<file path="config.mk">
export PLATFORM = sky130hd
export DESIGN_NAME = wb_stage_multi_flat
export DESIGN_NICKNAME = d
export VERILOG_FILES = /design/src/rtl/core_types_pkg.sv /design/src/rtl/wb_stage_multi_if.sv /design/src/rtl/wb_port_select.sv /design/src/rtl/wb_stage_multi.sv /design/src/flat_wrapper.sv
export SDC_FILE = /design/constraint.sdc
export NUM_CORES = 1
export LEC_CHECK = 0
export BUFFER_PORTS_ARGS = -buffer_cell sky130_fd_sc_hd__buf_4
export CAP_MARGIN = 20
export CORE_MARGIN = 2
export CORE_UTILIZATION = 30
export DETAILED_ROUTE_END_ITERATION = 10
export PLACE_DENSITY_LB_ADDON = 0.08
export RECOVER_POWER = 25
export SYNTH_ARGS = -nofsm -noshare
export SYNTH_HDL_FRONTEND = slang
export SYNTH_SLANG_ARGS = --single-unit
</file>
<file path="constraint.sdc">
create_clock -name clk -period 3.2 [get_ports clk]
set_clock_uncertainty 0.05 [all_clocks]
set_input_delay 0.48 -clock clk [delete_from_list [all_inputs] [get_ports clk]]
set_output_delay 0.48 -clock clk [all_outputs]
set_load 0.05 [all_outputs]
</file>
<file path="src/rtl/core_types_pkg.sv">
// Shared core types: datapath width and the per-lane register-file write control word.
package core_types_pkg;

    localparam int N_BITS    = 32;
    localparam int RF_ADDR_W = 5;

    typedef struct packed {
        logic                 we;
        logic [RF_ADDR_W-1:0] waddr;
    } rf_ctrl_t;

endpackage

</file>
<file path="src/rtl/wb_stage_multi_if.sv">
// Bus bundle between the M stage, the multi-lane writeback stage and the register file.
// Carries retire_cnt only when WB_RETIRE_CNT_EN is defined.
interface wb_stage_multi_if #(
    parameter int N_LANES = 2,
    parameter int N_WP    = 1
);
    import core_types_pkg::*;

    rf_ctrl_t [N_LANES-1:0]        rf_ctrl_pkt_in;
    logic [N_LANES*N_BITS-1:0]     data_in;
    logic [N_LANES-1:0]            vld_in;
    logic                          stall_in;
    logic                          squash_in;

    logic [N_WP-1:0]               rf_wr_en;
    logic [N_WP*RF_ADDR_W-1:0]     rf_wr_addr;
    logic [N_WP*N_BITS-1:0]        rf_wr_data;
    logic [N_LANES-1:0]            vld;
    logic                          stall;
    logic                          squash;
    logic                          busy;
`ifdef WB_RETIRE_CNT_EN
    logic [63:0]                   retire_cnt;

    modport slave (
        input  rf_ctrl_pkt_in, data_in, vld_in, stall_in, squash_in,
        output rf_wr_en, rf_wr_addr, rf_wr_data, vld, stall, squash, busy, retire_cnt
    );
    modport master (
        output rf_ctrl_pkt_in, data_in, vld_in, stall_in, squash_in,
        input  rf_wr_en, rf_wr_addr, rf_wr_data, vld, stall, squash, busy, retire_cnt
    );
`else
    modport slave (
        input  rf_ctrl_pkt_in, data_in, vld_in, stall_in, squash_in,
        output rf_wr_en, rf_wr_addr, rf_wr_data, vld, stall, squash, busy
    );
    modport master (
        output rf_ctrl_pkt_in, data_in, vld_in, stall_in, squash_in,
        input  rf_wr_en, rf_wr_addr, rf_wr_data, vld, stall, squash, busy
    );
`endif

endinterface

</file>
<file path="src/rtl/wb_port_select.sv">
// Combinational picker: returns the indices of the first N_OUT set bits of req, lowest first,
// plus a per-output valid and the mask of selected request bits.
module wb_port_select #(
    parameter int N_IN  = 2,
    parameter int N_OUT = 1,
    localparam int IDX_W = (N_IN > 1) ? $clog2(N_IN) : 1
) (
    input  logic [N_IN-1:0]             req,
    output logic [N_OUT-1:0][IDX_W-1:0] idx,
    output logic [N_OUT-1:0]            valid,
    output logic [N_IN-1:0]             grant
);

    always_comb begin
        int seen;
        seen  = 0;
        idx   = '0;
        valid = '0;
        grant = '0;
        for (int i = 0; i < N_IN; i++) begin
            for (int p = 0; p < N_OUT; p++) begin
                if (req[i] && (seen == p)) begin
                    idx[p]   = IDX_W'(i);
                    valid[p] = 1'b1;
                    grant[i] = 1'b1;
                end
            end
            if (req[i]) seen = seen + 1;
        end
    end

endmodule

</file>
<file path="src/rtl/wb_stage_multi.sv">
// Multi-lane writeback stage: captures a bundle of lane results and drains it over N_WP write
// ports, stalling upstream while a drain is in progress. Optional retire counter: WB_RETIRE_CNT_EN.
module wb_stage_multi
    import core_types_pkg::*;
#(
    parameter int N_LANES = 2,
    parameter int N_WP    = 1
) (
    input  logic            clk,
    input  logic            rst,
    wb_stage_multi_if.slave bus
);

    localparam int IDX_W = (N_LANES > 1) ? $clog2(N_LANES) : 1;

    logic [N_LANES-1:0]              vld_q;
    logic [N_LANES-1:0]              pend_q;
    logic [N_LANES-1:0]              pend_d;
    logic                            first_q;
    rf_ctrl_t [N_LANES-1:0]          ctrl_q;
    logic [N_LANES-1:0][N_BITS-1:0]  data_q;

    logic [N_WP-1:0][IDX_W-1:0]      port_idx;
    logic [N_WP-1:0]                 port_vld;
    logic [N_LANES-1:0]              grant;

    logic                            issue_en;
    logic                            gen_stall;
    logic                            stall_int;
    logic [N_LANES-1:0]              vld_int;

    // A lane is shadowed by any younger (higher-index) valid lane writing the same register.
    always_comb begin
        pend_d = '0;
        for (int i = 0; i < N_LANES; i++) begin
            pend_d[i] = bus.vld_in[i] && bus.rf_ctrl_pkt_in[i].we &&
                        (bus.rf_ctrl_pkt_in[i].waddr != '0);
            for (int j = i + 1; j < N_LANES; j++) begin
                if (bus.vld_in[j] && bus.rf_ctrl_pkt_in[j].we &&
                    (bus.rf_ctrl_pkt_in[j].waddr == bus.rf_ctrl_pkt_in[i].waddr))
                    pend_d[i] = 1'b0;
            end
        end
    end

    wb_port_select #(
        .N_IN  (N_LANES),
        .N_OUT (N_WP)
    ) u_port_select (
        .req   (pend_q),
        .idx   (port_idx),
        .valid (port_vld),
        .grant (grant)
    );

    assign issue_en  = !rst && !bus.stall_in && !bus.squash_in;
    assign gen_stall = !rst && ($countones(pend_q) > N_WP);
    assign stall_int = bus.stall_in || gen_stall;

    assign bus.stall  = stall_int;
    assign bus.squash = bus.squash_in;
    assign bus.busy   = gen_stall;

    // Lanes that never write retire alongside the first issue cycle of their bundle.
    assign vld_int = issue_en ? (grant | (first_q ? (vld_q & ~pend_q) : '0)) : '0;
    assign bus.vld = vld_int;

    always_comb begin
        bus.rf_wr_en   = '0;
        bus.rf_wr_addr = '0;
        bus.rf_wr_data = '0;
        for (int p = 0; p < N_WP; p++) begin
            if (issue_en && port_vld[p]) begin
                bus.rf_wr_en[p]                           = 1'b1;
                bus.rf_wr_addr[p*RF_ADDR_W +: RF_ADDR_W]  = ctrl_q[port_idx[p]].waddr;
                bus.rf_wr_data[p*N_BITS +: N_BITS]        = data_q[port_idx[p]];
            end
        end
    end

    always_ff @(posedge clk) begin
        if (rst) begin
            vld_q   <= '0;
            pend_q  <= '0;
            first_q <= 1'b0;
        end else if (bus.squash_in) begin
            vld_q   <= '0;
            pend_q  <= '0;
            first_q <= 1'b0;
        end else if (!stall_int) begin
            vld_q   <= bus.vld_in;
            pend_q  <= pend_d;
            first_q <= 1'b1;
        end else if (issue_en) begin
            pend_q  <= pend_q & ~grant;
            first_q <= 1'b0;
        end
    end

    // Payload needs no reset: it is only observed through vld_q/pend_q.
    always_ff @(posedge clk) begin
        if (!rst && !bus.squash_in && !stall_int) begin
            for (int i = 0; i < N_LANES; i++) begin
                ctrl_q[i] <= bus.rf_ctrl_pkt_in[i];
                data_q[i] <= bus.data_in[i*N_BITS +: N_BITS];
            end
        end
    end

`ifdef WB_RETIRE_CNT_EN
    always_ff @(posedge clk) begin
        if (rst) bus.retire_cnt <= '0;
        else     bus.retire_cnt <= bus.retire_cnt + 64'($countones(vld_int));
    end
`endif

endmodule

</file>
<file path="src/flat_wrapper.sv">
// flat-port wrapper written by rule: the top's interface ports become plain ports
module wb_stage_multi_flat import core_types_pkg::*;
#(
    parameter int N_LANES = 2,
    parameter int N_WP    = 1
)
  (clk, rst, bus_rf_ctrl_pkt_in, bus_data_in, bus_vld_in, bus_stall_in, bus_squash_in, bus_rf_wr_en, bus_rf_wr_addr, bus_rf_wr_data, bus_vld, bus_stall, bus_squash, bus_busy);
  wb_stage_multi_if #(.N_LANES(N_LANES), .N_WP(N_WP)) bus_i ();
  input  logic clk;
  input  logic rst;
  input wire logic [$bits(bus_i.rf_ctrl_pkt_in)-1:0] bus_rf_ctrl_pkt_in;
  input wire logic [$bits(bus_i.data_in)-1:0] bus_data_in;
  input wire logic [$bits(bus_i.vld_in)-1:0] bus_vld_in;
  input wire logic [$bits(bus_i.stall_in)-1:0] bus_stall_in;
  input wire logic [$bits(bus_i.squash_in)-1:0] bus_squash_in;
  output wire logic [$bits(bus_i.rf_wr_en)-1:0] bus_rf_wr_en;
  output wire logic [$bits(bus_i.rf_wr_addr)-1:0] bus_rf_wr_addr;
  output wire logic [$bits(bus_i.rf_wr_data)-1:0] bus_rf_wr_data;
  output wire logic [$bits(bus_i.vld)-1:0] bus_vld;
  output wire logic [$bits(bus_i.stall)-1:0] bus_stall;
  output wire logic [$bits(bus_i.squash)-1:0] bus_squash;
  output wire logic [$bits(bus_i.busy)-1:0] bus_busy;
  assign bus_i.rf_ctrl_pkt_in = bus_rf_ctrl_pkt_in;
  assign bus_i.data_in = bus_data_in;
  assign bus_i.vld_in = bus_vld_in;
  assign bus_i.stall_in = bus_stall_in;
  assign bus_i.squash_in = bus_squash_in;
  assign bus_rf_wr_en = bus_i.rf_wr_en;
  assign bus_rf_wr_addr = bus_i.rf_wr_addr;
  assign bus_rf_wr_data = bus_i.rf_wr_data;
  assign bus_vld = bus_i.vld;
  assign bus_stall = bus_i.stall;
  assign bus_squash = bus_i.squash;
  assign bus_busy = bus_i.busy;
  wb_stage_multi #(.N_LANES(N_LANES), .N_WP(N_WP)) u_core (.clk(clk), .rst(rst), .bus(bus_i));
endmodule
</file>
==> results of run 1 <==
==> area by class of cell <==
type	instances	area, sq um
fill	1020	5880
clock buffer	11	131
timing repair buffer	129	981
tap	136	170
sequential	79	2320
inverter	3	11.3
multi-input combinational	147	790
clock inverter	5	82.6
==> stage by stage <==
stage | setup WS, ns | util (%) | cell area (sq um)
finish | 0.429 | 43.3 | 4490
global route | 0.220 | 43.3 | 4490
CTS | 0.346 | 43.3 | 4490
detailed placement | 0.642 | 41.2 | 4270
global placement | 0.698 | 41.2 | 4270
floorplan | 0.320 | - | 3220
==> final timing paths <==
check,startpoint,end,slack (ns)
max,u_core.pend_q[0],bus_rf_wr_addr[1],0.43
min,bus_data_in[42],u_core.data_q[42],0.27
max reg2reg,u_core.pend_q[0],u_core.data_q[45],1.74
min reg2reg,u_core.first_q,u_core.first_q,0.43
==> flip-flops by register name, indices dropped and copies added, names as in the netlist <==
| signal | flops |
|---|---|
| u_core.pend_q | 2 |
| u_core.data_q | 64 |
| u_core.first_q | 1 |
| u_core.ctrl_q | 10 |
| u_core.vld_q | 2 |
==> layer usage <==
layer  track usage, %  up-vias  share of wire, %
li1                 -     1110                 -
met1             18.4     1028                46
met2             18.7       97                44
met3             4.78        7               8.1
met4             4.67        0               1.3
met5                0        -                 0
==> placed cells by master (no fill, tap or decap), types with 2 or more instances in the layout <==
| cell | synthesis | routed |
|---|---|---|
| or4_1 | 2 | 2 |
| nand2_1 | 79 | 79 |
| dfxtp_1 | 5 | 5 |
| buf_4 | 4 | 79 |
| xor2_1 | 4 | 4 |
| clkinvlp_4 | 0 | 3 |
| a21oi_2 | 19 | 19 |
| clkbuf_8 | 0 | 9 |
| clkbuf_1 | 0 | 2 |
| o21ai_0 | 2 | 2 |
| inv_2 | 2 | 2 |
| bufinv_16 | 0 | 2 |
| edfxtp_1 | 74 | 74 |
| clkbuf_4 | 0 | 49 |
| a21oi_1 | 22 | 22 |
| nor2_4 | 2 | 2 |
==> cell families (layout without fill, tap and decap cells) <==
logic type,after synthesis,count (layout)
AND/OR/NAND/NOR,92,92
AO/OA/AOI/OAI,50,50
flip-flops,79,79
XOR/XNOR,5,5
buffers and inverters,17,148
==> where the power goes <==
part / switching, mW / internal (mW) / leakage [nW] / total (mW)
combinational: 0.0867 / 0.0843 / 0.932 / 0.171
sequential: 0.00866 / 1.16 / 0.720 / 1.17
clock: 0.358 / 0.440 / 0.0958 / 0.797
total: 0.453 / 1.69 / 1.75 / 2.14
==> results.sh, run 1 <==
export IMPL_status="finished clean"
export IMPL_critPathCaptureType="output port"
export IMPL_clock_fmax_mhz=361
export IMPL_min_period_ns=2.77
export IMPL_h_tree_depth=3
export IMPL_power_density_mw_per_mm2=477
export IMPL_yosysMostFrequentCell="nand2_1"
export IMPL_power_mw=2.14
export IMPL_place_gp_congestion=0.728
export IMPL_ys_async_sr_fraction_pct=0
export IMPL_synth_mux_area_share_pct=0
export IMPL_period_share_pct=86.6
export IMPL_hold_path_class="in -> reg"
export IMPL_hold_viol=0
export IMPL_cp_cell_sequence="nand2b_2, buf_4, nand2_1, a21oi_1, buf_4"
export IMPL_r2r_cells=3
export IMPL_track_usage_pct=13.1
export IMPL_synth_compound_area_share_pct=10.7
export IMPL_synth_top_family_by_area="simple AND/OR/NAND/NOR gates"
export IMPL_post_cts_buffers=0
export IMPL_crit_path_start_kind="register"
export IMPL_critical_path_max_stage_delay_ns=0.58
export IMPL_slew_headroom_pct=44.8
export IMPL_die_x_um=108
export IMPL_maxCapViolCount=0
export IMPL_row_count=37
export IMPL_required_ns=2.67
export IMPL_path_delay_family="simple AND/OR/NAND/NOR gates"
export IMPL_vias=2242
export IMPL_yosys_area_share_adder_pct=0
export IMPL_slew_violations=0
export IMPL_start_util_pct=31.0
export IMPL_cp_slowest_cell="nand2b_2"
export IMPL_ys_dominant_reg_cell="edfxtp_1"
export IMPL_dieArea_sq_mm=0.0116
export IMPL_final_cell_count_no_fill=510
export IMPL_drc=0
export IMPL_drive_gt1_share_pct=45.2
export IMPL_synth_simple_area_share_pct=12.1
export IMPL_yosysWarnings=0
export IMPL_cts_tree="yes"
export IMPL_nNetsFinal=451
export IMPL_synth_edf_count=74
export IMPL_whs_path_depth=1
export IMPL_synth_nets=325
export IMPL_netlist_area_sq_mm=0.00321
export IMPL_timing_hold_ws_ns=0.265
export IMPL_grt_pass1_vias=2225
export IMPL_port_buffers=124
export IMPL_synth_xor_area_share_pct=1.36
export IMPL_synth_top_area_share_pct=69.1
export IMPL_leakage_nw=1.75
export IMPL_ys_seq_elements=79
export IMPL_path_buf_inv=2
export IMPL_yosys_top_cells_area="edfxtp_1, nand2_1, a21oi_2"
export IMPL_first_iter_violations=88
export IMPL_synth_top_area_cell="edfxtp_1"
export IMPL_clk_pin_slew_ns=0.08
export IMPL_synthCells=243
export IMPL_grt_overflow=0
export IMPL_dr_pass1_iters=4
export IMPL_arrival_ns=2.24
export IMPL_diodes=0
export IMPL_cts_buffers_inserted=9
export IMPL_syn_avg_cell_area_sq_um=13.2
export IMPL_cts_sinks=79
export IMPL_dpl_hpwl_um=4940
export IMPL_core_area_sq_mm=0.0104
export IMPL_ios=125
export IMPL_cts_buffer_depth=2
export IMPL_cts_resized=0
export IMPL_grt_pass1_wl_um=11300
export IMPL_finalSetupViolations=0
export IMPL_peakVddDrop_mv=0.199
export IMPL_via_per_inst=4.40
export IMPL_setup_tns_ns=0
export IMPL_antenna_found_initial=0
export IMPL_clock_latency_ns=0.34
export IMPL_synth_cell_types=32
export IMPL_worstPathMaxFanout=26
export IMPL_syn_to_final_growth_pct=39.6
export IMPL_grt_max_degree=76
export IMPL_drt_wirelength_per_cell_um=14.3
export IMPL_worst_path_most_repeated_cell="buf_4"
export IMPL_holdBufCountCts=0
export IMPL_root_buffer="clkbuf_8"
export IMPL_ys_seq_area_share_pct=72.2
export IMPL_die_h_um=108
export IMPL_crit_cells=5
export IMPL_worst_pin_slew_ns=0.825
export IMPL_synth_common_cells="nand2_1, edfxtp_1, a21oi_1"
export IMPL_antenna_left=0
export IMPL_path_class="reg -> out"
export IMPL_drt_total_wl_um=7290
export IMPL_placed_cells=494
export IMPL_rsz0062_at_grt="false"
Note: power is estimated with default switching activity, not from simulation.
==> run 2: changes to the inputs <==
--- a/config.mk
+++ b/config.mk
@@ -6,12 +6,12 @@
 export NUM_CORES = 1
 export LEC_CHECK = 0
 export BUFFER_PORTS_ARGS = -buffer_cell sky130_fd_sc_hd__buf_4
-export CAP_MARGIN = 20
 export CORE_MARGIN = 2
 export CORE_UTILIZATION = 30
 export DETAILED_ROUTE_END_ITERATION = 10
 export PLACE_DENSITY_LB_ADDON = 0.08
 export RECOVER_POWER = 25
+export REMOVE_ABC_BUFFERS = 1
 export SYNTH_ARGS = -nofsm -noshare
 export SYNTH_HDL_FRONTEND = slang
 export SYNTH_SLANG_ARGS = --single-unit
==> constraint.sdc (replaced) <==
create_clock -name clk -period 3.3 [get_ports clk]
set_clock_uncertainty 0.05 [all_clocks]
set_input_delay 0.495 -clock clk [delete_from_list [all_inputs] [get_ports clk]]
set_output_delay 0.495 -clock clk [all_outputs]
set_load 0.05 [all_outputs]
==> run 2 against run 1 <==
Register-to-register slack better by 0.08 ns; combinational power is 3% lower; sequential power about the same; critical path type unchanged.
==> results.sh, run 2 (synthesized netlist as in run 1, its figures left out) <==
export IMPL_status="finished clean"
export IMPL_port_buffers=124
export IMPL_whs_path_depth=1
export IMPL_maxCapViolCount=0
export IMPL_rsz0062_at_grt="false"
export IMPL_core_area_sq_mm=0.0104
export IMPL_place_gp_congestion=0.748
export IMPL_dieArea_sq_mm=0.0116
export IMPL_critPathCaptureType="output port"
export IMPL_dr_pass1_iters=5
export IMPL_worstReg2RegEnd="u_core.data_q[52]"
export IMPL_clock_fmax_mhz=365
export IMPL_row_count=37
export IMPL_post_cts_buffers=0
export IMPL_die_h_um=108
export IMPL_peakVddDrop_mv=0.228
export IMPL_grt_pass1_wl_um=11300
export IMPL_grt_pass1_vias=2135
export IMPL_largest_register="u_core.data_q"
export IMPL_required_ns=2.75
export IMPL_min_period_ns=2.74
export IMPL_final_cell_count_no_fill=509
export IMPL_cts_resized=0
export IMPL_place_area_sq_mm=0.00429
export IMPL_hold_viol=0
export IMPL_start_util_pct=31.0
export IMPL_placed_cells=493
export IMPL_ios=125
export IMPL_worst_pin_slew_ns=0.920
export IMPL_reg2reg_slack_ns=1.82
export IMPL_cts_sinks=79
export IMPL_via_per_inst=4.36
export IMPL_largestRegisters="u_core.data_q (64), u_core.ctrl_q (10)"
export IMPL_drive_gt1_share_pct=45.3
export IMPL_setup_tns_ns=0
export IMPL_power_mw=2.08
export IMPL_cts_tree="yes"
export IMPL_cts_buffers_inserted=9
export IMPL_clock_latency_ns=0.34
export IMPL_holdBufCountCts=0
export IMPL_slew_headroom_pct=38.4
export IMPL_period_share_pct=83.1
export IMPL_min_to="u_core.data_q[2]"
export IMPL_track_usage_pct=13.1
export IMPL_critical_path_max_stage_delay_ns=0.77
export IMPL_crit_path_start_kind="register"
export IMPL_r2r_start="u_core.pend_q[0]"
export IMPL_hold_path_class="in -> reg"
export IMPL_diodes=0
export IMPL_grt_overflow=0
export IMPL_syn_to_final_growth_pct=40.4
export IMPL_power_density_mw_per_mm2=462
export IMPL_largest_register_ffs=64
export IMPL_postLayoutCoreUtil_pct=43.5
export IMPL_h_tree_depth=3
export IMPL_cts_buffer_depth=2
export IMPL_die_x_um=108
export IMPL_worst_path_most_repeated_cell="buf_4"
export IMPL_final_area_sq_mm=0.00451
export IMPL_drt_wirelength_per_cell_um=14.4
export IMPL_antenna_left=0
export IMPL_arrival_ns=2.20
export IMPL_pre_cts_ws_ns=0.699
export IMPL_drc=0
export IMPL_path_class="reg -> out"
export IMPL_grt_max_degree=76
export IMPL_vias=2220
export IMPL_slew_violations=0
export IMPL_setup_slack_ns=0.559
export IMPL_root_buffer="clkbuf_8"
export IMPL_timing_hold_ws_ns=0.281
export IMPL_r2r_cells=3
export IMPL_dpl_hpwl_um=4890
export IMPL_drt_total_wl_um=7350
export IMPL_leakage_nw=1.76
export IMPL_worstPathMaxFanout=25
export IMPL_cp_slowest_cell="o21ai_4"
export IMPL_clk_pin_slew_ns=0.08
export IMPL_final_common_cell="nand2_1"
export IMPL_final_cell_mix="nand2_1, buf_4, edfxtp_1"
export IMPL_cp_cell_sequence="o21ai_4, buf_4, a21oi_1, buf_4"
export IMPL_hold_path_startpoint="bus_data_in[2]"
export IMPL_finalSetupViolations=0
export IMPL_first_iter_violations=111
export IMPL_nNetsFinal=450
export IMPL_antenna_found_initial=0
## run 2: changes by cell type in the layout (fill, tap and decap cells not counted), sizes merged
cell,change
buf,-1
clkbuf,-2
clkinv,+2
clkinvlp,-1
inv,+1
## run 2: per-layer routing
metal	track usage (%)	wire, um	part of all wire [%]	up-vias
li1	-	-	-	1109
met5	0	0	0	-
met3	4.78	506	6.9	5
met2	21.4	3610	49	88
met4	3.30	55	0.75	0
met1	16.4	3180	43	1018
## run 2: critical path: cells and delay by family, from the launching register on
| kind | cells | cell delay, ns |
|---|---|---|
| compound gates | 2 | 0.85 |
| buf+inv | 2 | 0.56 |
| flops | 1 | 0.41 |
## run 2: worst max-delay path by stage
stage,from,end,slack [ns]
2_1_floorplan,rst,bus_vld[1],-0.79
5_1_grt,u_core.pend_q[0],bus_rf_wr_data[11],0.34
4_1_cts,u_core.pend_q[0],bus_rf_wr_data[4],0.48
6_report,u_core.pend_q[0],bus_rf_wr_data[10],0.56
3_3_place_gp,rst,bus_rf_wr_data[10],0.74
3_5_place_dp,rst,bus_rf_wr_data[4],0.70
## run 2: where the power goes
| part | switching, mW | total, mW | internal [mW] |
|---|---|---|---|
| Clock | 0.356 | 0.783 | 0.427 |
| Sequential | 0.00816 | 1.14 | 1.13 |
| Combinational | 0.0827 | 0.166 | 0.0833 |
| Total | 0.447 | 2.08 | 1.64 |
## run 2: final cells by class
class	instances	area (sq um)
tap	136	170
clock buffer	9	124
inverter	3	11.3
multi-input combinational	147	790
sequential	79	2320
timing repair buffer	128	998
clock inverter	7	96.3
fill	1021	5860
==> run 3: changes to the inputs <==
==> constraint.sdc (replaced) <==
create_clock -name clk -period 2.7 [get_ports clk]
set_clock_uncertainty 0.05 [all_clocks]
set_input_delay 0.405 -clock clk [delete_from_list [all_inputs] [get_ports clk]]
set_output_delay 0.405 -clock clk [all_outputs]
set_load 0.05 [all_outputs]
==> run 3 against run 2 <==
Critical path depth unchanged; cell count up 0.39%; die area is the same; clock power hardly changed; via count up 3.7%; register-to-register slack got worse by 0.62 ns; sequential share of layout area increased by 0.52 points; clock-buffer cell count increased by 1; largest power group unchanged; power grew 14%.
==> results.sh, run 3 (synthesized netlist as in run 1, its figures left out) <==
export IMPL_status="finished clean"
export IMPL_min_period_ns=2.45
export IMPL_endpoint="bus_rf_wr_addr[4]"
export IMPL_switching_share_pct=23.4
export IMPL_h_tree_depth=3
export IMPL_intPower_mw=1.82
export IMPL_crit_path_start_kind="register"
export IMPL_power_mw=2.37
export IMPL_via_per_inst=4.51
export IMPL_r2r_start="u_core.pend_q[0]"
export IMPL_hold_viol=0
export IMPL_switchingPower_mw=0.556
export IMPL_grt_max_degree=75
export IMPL_clk_pin_slew_ns=0.08
export IMPL_drt_wirelength_per_cell_um=14.5
export IMPL_worstReg2RegEnd="u_core.ctrl_q[10]"
export IMPL_r2r_cells=3
export IMPL_setup_slack_ns=0.249
export IMPL_peakVddDrop_mv=0.200
export IMPL_required_ns=2.25
export IMPL_cts_buffer_depth=2
export IMPL_die_h_um=108
export IMPL_grt_overflow=0
export IMPL_post_cts_buffers=0
export IMPL_critical_path_max_stage_delay_ns=0.62
export IMPL_dieArea_sq_mm=0.0116
export IMPL_worst_pin_slew_ns=0.704
export IMPL_track_usage_pct=12.9
export IMPL_cts_tree="yes"
export IMPL_largest_register="u_core.data_q"
export IMPL_critPathCaptureType="output port"
export IMPL_reg2reg_slack_ns=1.20
export IMPL_cts_buffers_inserted=9
export IMPL_power_density_mw_per_mm2=531
export IMPL_sequentialPowerShare_pct=58.5
export IMPL_clock_fmax_mhz=408
export IMPL_slew_violations=0
export IMPL_hold_path_class="in -> reg"
export IMPL_period_share_pct=90.8
export IMPL_clockPowerShare_pct=32.9
export IMPL_leakage_nw=1.74
export IMPL_ios=125
export IMPL_timing_hold_ws_ns=0.188
export IMPL_crit_start="u_core.pend_q[0]"
export IMPL_row_count=37
export IMPL_clock_latency_ns=0.34
export IMPL_finalSetupViolations=0
export IMPL_antenna_left=0
export IMPL_maxCapViolCount=0
export IMPL_root_buffer="clkbuf_8"
export IMPL_drc=0
export IMPL_final_cell_mix="nand2_1, buf_4, edfxtp_1"
export IMPL_path_class="reg -> out"
export IMPL_largestRegisters="u_core.data_q (64), u_core.ctrl_q (10)"
export IMPL_worstPathMaxFanout=20
export IMPL_whs_path_depth=1
export IMPL_slew_headroom_pct=52.9
export IMPL_start_util_pct=31.0
export IMPL_core_area_sq_mm=0.0104
export IMPL_postLayoutCoreUtil_pct=43.1
export IMPL_dpl_hpwl_um=4900
export IMPL_path_buf_inv=2
export IMPL_port_buffers=124
export IMPL_grt_pass1_wl_um=11200
export IMPL_drive_gt1_share_pct=45.3
export IMPL_vias=2303
export IMPL_grt_pass1_vias=2268
export IMPL_crit_cells=4
export IMPL_arrival_ns=2.00
export IMPL_nNetsFinal=452
export IMPL_rsz0062_at_grt="false"
export IMPL_cts_resized=0
export IMPL_syn_to_final_growth_pct=39.0
export IMPL_worst_path_most_repeated_cell="buf_4"
export IMPL_diodes=0
export IMPL_path_delay_family="compound AO/OA/AOI/OAI gates"
export IMPL_p_comb_share_pct=8.6
export IMPL_place_gp_congestion=0.753
export IMPL_largest_register_ffs=64
export IMPL_cts_sinks=79
export IMPL_cp_cell_sequence="o21ai_4, buf_4, a21oi_1, buf_4"
export IMPL_cp_slowest_cell="o21ai_4"
export IMPL_dr_pass1_iters=4
export IMPL_antenna_found_initial=0
export IMPL_pre_cts_ws_ns=0.336
export IMPL_holdBufCountCts=0
export IMPL_die_x_um=108
export IMPL_first_iter_violations=79
export IMPL_drt_total_wl_um=7420
export IMPL_setup_tns_ns=0
[run 3: cell count changes in the layout (fill, tap and decap cells not counted), sizes merged]
cell    previous run  this run
buf               79        81
bufinv             2         0
clkbuf            58        59
clkinv             2         3
[run 3: worst min path at each step]
stage / start / end
final: bus_data_in[10] / u_core.data_q[10]
after global routing: bus_data_in[47] / u_core.data_q[47]
after CTS: bus_data_in[16] / u_core.data_q[16]
after detailed placement: u_core.first_q / u_core.first_q
after global placement: u_core.first_q / u_core.first_q
after floorplan: u_core.first_q / u_core.first_q
[run 3: layout make-up]
cell class | instances | area (sq um)
clock buffer | 10 | 128
clock inverter | 6 | 45.0
fill | 1017 | 5900
inverter | 3 | 11.3
multi-input combinational | 147 | 790
sequential | 79 | 2320
tap | 136 | 170
timing repair buffer | 130 | 1000
[run 3: per-stage QoR]
stage / cells / cell area (sq um)
after global placement: 495 / 4290
after CTS: 511 / 4470
after floorplan: 229 / 3110
after detailed placement: 495 / 4290
after global routing: 511 / 4470
final: 511 / 4470
[run 3: power groups by stage]
stage               Combinational [mW]  Clock, mW  Sequential, mW
global placement                 0.210          0            1.42
floorplan                       0.0742          0            1.42
global route                     0.224      0.854            1.39
CTS                              0.212      0.814            1.39
finish                           0.204      0.781            1.39
detailed placement               0.212          0            1.42
[run 3: metal layers]
metal  share of wire (%)  GRT usage (%)
met5                   0              0
met4                0.81           4.40
met3                 6.0           3.09
met2                  48           20.9
met1                  46           16.8
